### src/rtl/pwm_capture.sv
// PWM capture: measures period, high time and frequency of an asynchronous PWM line.
// Results use pwm_generator's encodings: duty is a 16-bit fraction of full scale and
// freq is in Hz. One shared restoring divider computes duty, then freq.
module pwm_capture #(
    parameter int unsigned CLOCK_FREQ     = 100_000_000,
    parameter int unsigned TIMEOUT_CYCLES = 1_000_000
) (
    input  logic        clk,
    input  logic        reset,
    input  logic        pwm_in,
    output logic [31:0] period,
    output logic [31:0] freq,
    output logic [15:0] duty,
    output logic        valid,
    output logic        stuck,
    output logic        overrun
);

    localparam logic [31:0] TimeoutVal = 32'(TIMEOUT_CYCLES);
    localparam logic [31:0] ClockVal   = 32'(CLOCK_FREQ);

    typedef enum logic [1:0] {StIdle, StDivDuty, StDivFreq, StDone} state_e;

    // Front end: synchronizer, edge detect, period counter, arming
    logic        pwm_s1, pwm_s2, pwm_prev;
    logic        rise, fall;
    logic [31:0] cnt;
    logic [31:0] hi_cap;
    logic        armed, seen_fall;
    logic        complete, timeout;

    // Divider / FSM state
    state_e      state;
    logic [31:0] per_sh;
    logic [31:0] rem;
    logic [31:0] dq;        // dividend bits shift out the top, quotient bits shift in
    logic [4:0]  iter;
    logic [15:0] duty_res;

    logic [32:0] trial, diff;
    logic        ge;
    logic [31:0] rem_nxt, dq_nxt;

    assign rise     = pwm_s2 & ~pwm_prev;
    assign fall     = ~pwm_s2 & pwm_prev;
    assign complete = rise & armed & seen_fall;
    // A rise in the same cycle reloads the counter, so it takes priority
    assign timeout  = (cnt == TimeoutVal) & ~stuck & ~rise;

    // One restoring-division step on the shared rem/dq registers
    always_comb begin
        trial   = {rem, dq[31]};
        diff    = trial - {1'b0, per_sh};
        ge      = (trial >= {1'b0, per_sh});
        rem_nxt = ge ? diff[31:0] : trial[31:0];
        dq_nxt  = {dq[30:0], ge};
    end

    // Input synchronizer, period counter and measurement arming
    always_ff @(posedge clk or posedge reset) begin
        if (reset) begin
            pwm_s1    <= 1'b0;
            pwm_s2    <= 1'b0;
            pwm_prev  <= 1'b0;
            cnt       <= 32'd0;
            hi_cap    <= 32'd0;
            armed     <= 1'b0;
            seen_fall <= 1'b0;
        end else begin
            pwm_s1   <= pwm_in;
            pwm_s2   <= pwm_s1;
            pwm_prev <= pwm_s2;

            if (rise) begin
                cnt <= 32'd1;
            end else if (cnt < TimeoutVal) begin
                cnt <= cnt + 32'd1;
            end

            if (rise) begin
                armed     <= 1'b1;
                seen_fall <= 1'b0;
            end else if (timeout) begin
                armed     <= 1'b0;
                seen_fall <= 1'b0;
            end else if (fall && armed) begin
                hi_cap    <= cnt;
                seen_fall <= 1'b1;
            end
        end
    end

    // Divide sequencer with registered, atomically updated result outputs
    always_ff @(posedge clk or posedge reset) begin
        if (reset) begin
            state    <= StIdle;
            per_sh   <= 32'd0;
            rem      <= 32'd0;
            dq       <= 32'd0;
            iter     <= 5'd0;
            duty_res <= 16'd0;
            period   <= 32'd0;
            freq     <= 32'd0;
            duty     <= 16'd0;
            valid    <= 1'b0;
            stuck    <= 1'b0;
            overrun  <= 1'b0;
        end else begin
            valid   <= 1'b0;
            overrun <= 1'b0;
            if (timeout) begin
                // Abort any divide in progress; report the static level
                state  <= StIdle;
                stuck  <= 1'b1;
                period <= 32'd0;
                freq   <= 32'd0;
                duty   <= pwm_s2 ? 16'hFFFF : 16'h0000;
                valid  <= 1'b1;
            end else begin
                if (complete && state != StIdle) begin
                    overrun <= 1'b1;
                end
                case (state)
                    StIdle: begin
                        if (complete) begin
                            per_sh <= cnt;
                            // {hi,16'b0}/per: top 16 bits of hi are already < per,
                            // so they preload the remainder and 32 steps suffice
                            rem    <= {16'd0, hi_cap[31:16]};
                            dq     <= {hi_cap[15:0], 16'd0};
                            iter   <= 5'd0;
                            state  <= StDivDuty;
                        end
                    end
                    StDivDuty: begin
                        rem  <= rem_nxt;
                        dq   <= dq_nxt;
                        iter <= iter + 5'd1;
                        if (iter == 5'd31) begin
                            duty_res <= dq_nxt[15:0];
                            rem      <= 32'd0;
                            dq       <= ClockVal;
                            iter     <= 5'd0;
                            state    <= StDivFreq;
                        end
                    end
                    StDivFreq: begin
                        rem  <= rem_nxt;
                        dq   <= dq_nxt;
                        iter <= iter + 5'd1;
                        if (iter == 5'd31) begin
                            state <= StDone;
                        end
                    end
                    StDone: begin
                        period <= per_sh;
                        duty   <= duty_res;
                        freq   <= dq;
                        stuck  <= 1'b0;
                        valid  <= 1'b1;
                        state  <= StIdle;
                    end
                    default: state <= StIdle;
                endcase
            end
        end
    end

endmodule

### config.mk
export PLATFORM = sky130hd
export DESIGN_NAME = pwm_capture
export DESIGN_NICKNAME = d
export VERILOG_FILES = /design/src/rtl/pwm_capture.sv
export SDC_FILE = /design/constraint.sdc
export NUM_CORES = 1
export LEC_CHECK = 0
export ABC_AREA = 1
export BUFFER_PORTS_ARGS = -buffer_cell sky130_fd_sc_hd__buf_2
export CAP_MARGIN = 25
export CORE_ASPECT_RATIO = 0.75
export CORE_MARGIN = 3
export CORE_UTILIZATION = 50
export DETAILED_ROUTE_END_ITERATION = 10
export PLACE_DENSITY = 0.68
export SYNTH_ARGS = -nofsm -noshare
export SYNTH_HDL_FRONTEND = slang
export SYNTH_SLANG_ARGS = --single-unit
### constraint.sdc
create_clock -name clk -period 11.25 [get_ports clk]
set_clock_uncertainty 0.2 [all_clocks]
set_input_delay 0.5625 -clock clk [delete_from_list [all_inputs] [get_ports clk]]
set_output_delay 0.5625 -clock clk [all_outputs]
set_load 0.02 [all_outputs]
==> results.cfg <==
[run_status]
status = complete, no violations

[yosys]
synthMuxAreaShare_pct = 0
yosys_register_bits = 271
netlist_top_cells_area = dfrtp_1 48%, nand2_1 13%, inv_1 7.1%
synth-xor-area-share_pct = 0.924
synth_cell_types = 42
synth_top_family_by_area = simple AND/OR/NAND/NOR gates
netlist_area_um2 = 14200
syn-num-nets = 1890
yosys.area.top_type = dfrtp_1
synthSimpleGateAreaFrac_pct = 24.9
avgSynthCellArea_um2 = 7.71
synth_compound_gate_area_share_pct = 12.7
syn_inst = 1845
ys_warn_count = 0
yosys.area_share.adder_pct = 3.75
ys_seq_area_share_pct = 47.7
synth_top_area_share_pct = 47.7

[setup_path]
rr_endpoint = rem[22]
r2r-start = per_sh[26]
critPathRequiredTime_ps = 11530
end_kind = register
critPathKind = register to register
cp.arrival_ps = 3860
cp_max_fo = 47
worstRegToRegCells = 13
startpoint_type = register
rrSetupSlack_ps = 7660
crit_start = per_sh[26]

[min_path]
min_to = pwm_s2
hp-start = pwm_s1
hold_depth = 0
holdCritPathClass = register to register

[drt]
wire_per_inst_um = 16.7
wirelength_um = 38500
vias = 12190
drt_first_pass_iters = 5
route.detailed.drc = 0
ant_nets = 0
viasPerCell = 5.29
drt_iter0_markers = 1205

[floorplan]
core.rowCount = 52
die_width_um = 201
pin_count = 86
dieHeight_um = 152
initial_core_util_pct = 51.8
die-area_um2 = 30500
core_um2 = 27500

[global_route]
overflow = 0
gr-usage-all-layers_pct = 25.0
antenna_found_initial = 0
grt_pass1_vias = 11280
grt_pass1_wl_um = 62600
grt_max_degree = 138

[sta]
max-slew-margin-rel_pct = 31.7
grt_setup_unrepaired = false
finalSetupViolCount = 0
hold_viol = 0
tightest_slew_ps = 1020
period_minus_slack_ps = 3590
post-route-period-util_pct = 31.9
slew_viol_final = 0
tns_ps = 0
max_freq_ghz = 0.279

[clock_network]
clock_latency_ps = 570
cts_setup_buffers = 0
cts.htree.levels = 1
numCtsBuffers = 28
cts-root-buf = clkbuf_16
cts_buffer_depth = 3
cts_sinks = 271
cts_resized = 0
cts_tree = yes
clk_pin_slew_ps = 70

[finish]
final_common_cell = nand2_1
drive_gt1_share_pct = 9.97
diodes = 0
area_delta_synth_final_pct = 11.6
final_cells = 2304
nets = 1949
final_cell_mix = 504 x nand2_1, 271 x dfrtp_1, 269 x inv_1
fill_cells = 2569
final_area_um2 = 15900

[pwr]
clockPowerShare_pct = 23.9
p_leak_nw = 8.38
combPwrFrac_pct = 46.4
switching_share_pct = 44.0
seq_power_share_pct = 29.7
p_sw_w = 0.00178
powerDensity_nw_per_um2 = 254
p_int_w = 0.00226
vdd_drop_max_uv = 132

[place]
dp.cells = 2246
place.port_buffers = 85
hpwl_um = 27600
place_area_um2 = 14800
place_congestion = 0.979

[flow_run]
maxCapViolations = 0
-- state kept, by name, summed over array words and instances (netlist names) --
name,flops
pwm_s1,1
period,32
per_sh,32
rem,32
iter,5
freq,32
armed,1
pwm_s2,1
duty_res,16
valid,1
cnt,32
duty,16
overrun,1
hi_cap,32
pwm_prev,1
seen_fall,1
state,2
stuck,1
dq,32
-- critical path: stages (launching register included) --
cell     delay (ps)
dfrtp_1         380
inv_1           160
ha_1            320
nand2_1         110
nand2_1          60
nand2_1          50
nand2_1          70
a21oi_1         230
nand2_2         100
nor2_4          370
nand2_2         690
inv_1           490
nor2_1          110
o21ai_1         140
-- how the worst max path moves through the flow --
| stage | endpoint | slack (ps) | cells past startpoint |
|---|---|---|---|
| finish | rem[22] | 7660 | 13 |
| global route | rem[22] | 7470 | 13 |
| detailed placement | dq[19] | 7480 | 8 |
| global placement | dq[13] | 7560 | 11 |
| CTS | dq[19] | 7490 | 7 |
| floorplan | armed | 3020 | 1 |
-- layout make-up --
cell class	instances	area (um^2)	area share [%]
Inverter	281	1060	6.70
Timing Repair Buffer	99	608	3.83
Multi-Input combinational cell	1223	6000	37.8
Clock inverter	17	203	1.28
Sequential cell	271	6780	42.7
Tap cell	378	473	2.98
Clock buffer	35	747	4.70
-- Yosys cell counts (all sizes together) --
| library cell | n |
|---|---|
| a21o | 1 |
| a21oi | 81 |
| a22o | 1 |
| a31oi | 27 |
| and2 | 2 |
| buf | 41 |
| clkbuf | 29 |
| clkinv | 1 |
| dfrtp | 271 |
| fa | 1 |
| ha | 41 |
| inv | 280 |
| nand2 | 520 |
| nand3 | 114 |
| nand3b | 4 |
| nand4 | 20 |
| nor2 | 144 |
| nor3 | 16 |
| nor3b | 2 |
| nor4 | 4 |
| o211ai | 12 |
| o21a | 6 |
| o21ai | 189 |
| o21bai | 3 |
| o22ai | 13 |
| or2 | 7 |
| xnor2 | 8 |
| xor2 | 7 |
-- routing by layer --
layer | up-vias | global-route usage (%) | part of all wire, %
met4 | 0 | 5.48 | 2.2
met2 | 392 | 35.2 | 40
met1 | 5746 | 40.4 | 49
li1 | 5995 | - | -
met3 | 57 | 4.28 | 8.2
met5 | - | 0 | 0
-- metrics by stage --
step	hold slack [ps]	setup slack, ps	power, W	util [%]
2_1_floorplan	131	3020	0.00263	-
3_3_place_gp	201	7560	0.00299	53.9
3_5_place_dp	199	7480	0.00302	53.9
4_1_cts	62.2	7490	0.00400	57.4
5_1_grt	207	7470	0.00434	57.8
6_report	209	7660	0.00404	57.8
-- power by group through the flow --
stage | Sequential [W] | Clock [W] | Combinational, W
CTS | 0.00120 | 0.000980 | 0.00182
finish | 0.00120 | 0.000967 | 0.00187
global route | 0.00122 | 0.00102 | 0.00210
global placement | 0.00121 | 0 | 0.00178
floorplan | 0.00126 | 0 | 0.00137
detailed placement | 0.00121 | 0 | 0.00181
-- logic make-up (layout without fill, tap and decap cells) --
kind of cell / count (synthesis) / in the layout
AO/OA/AOI/OAI: 333 / 333
XOR/XNOR: 15 / 15
AND/OR/NAND/NOR: 833 / 833
buffers and inverters: 351 / 432
adder cells (fa/ha/maj): 42 / 42
flip-flops: 271 / 271
-- repair_timing --
item,4_1_cts,5_1_grt
hold buffers,1,1
setup endpoints to repair,0,0
hold endpoints to repair,1,18
Power figures use the tool's default switching activity.
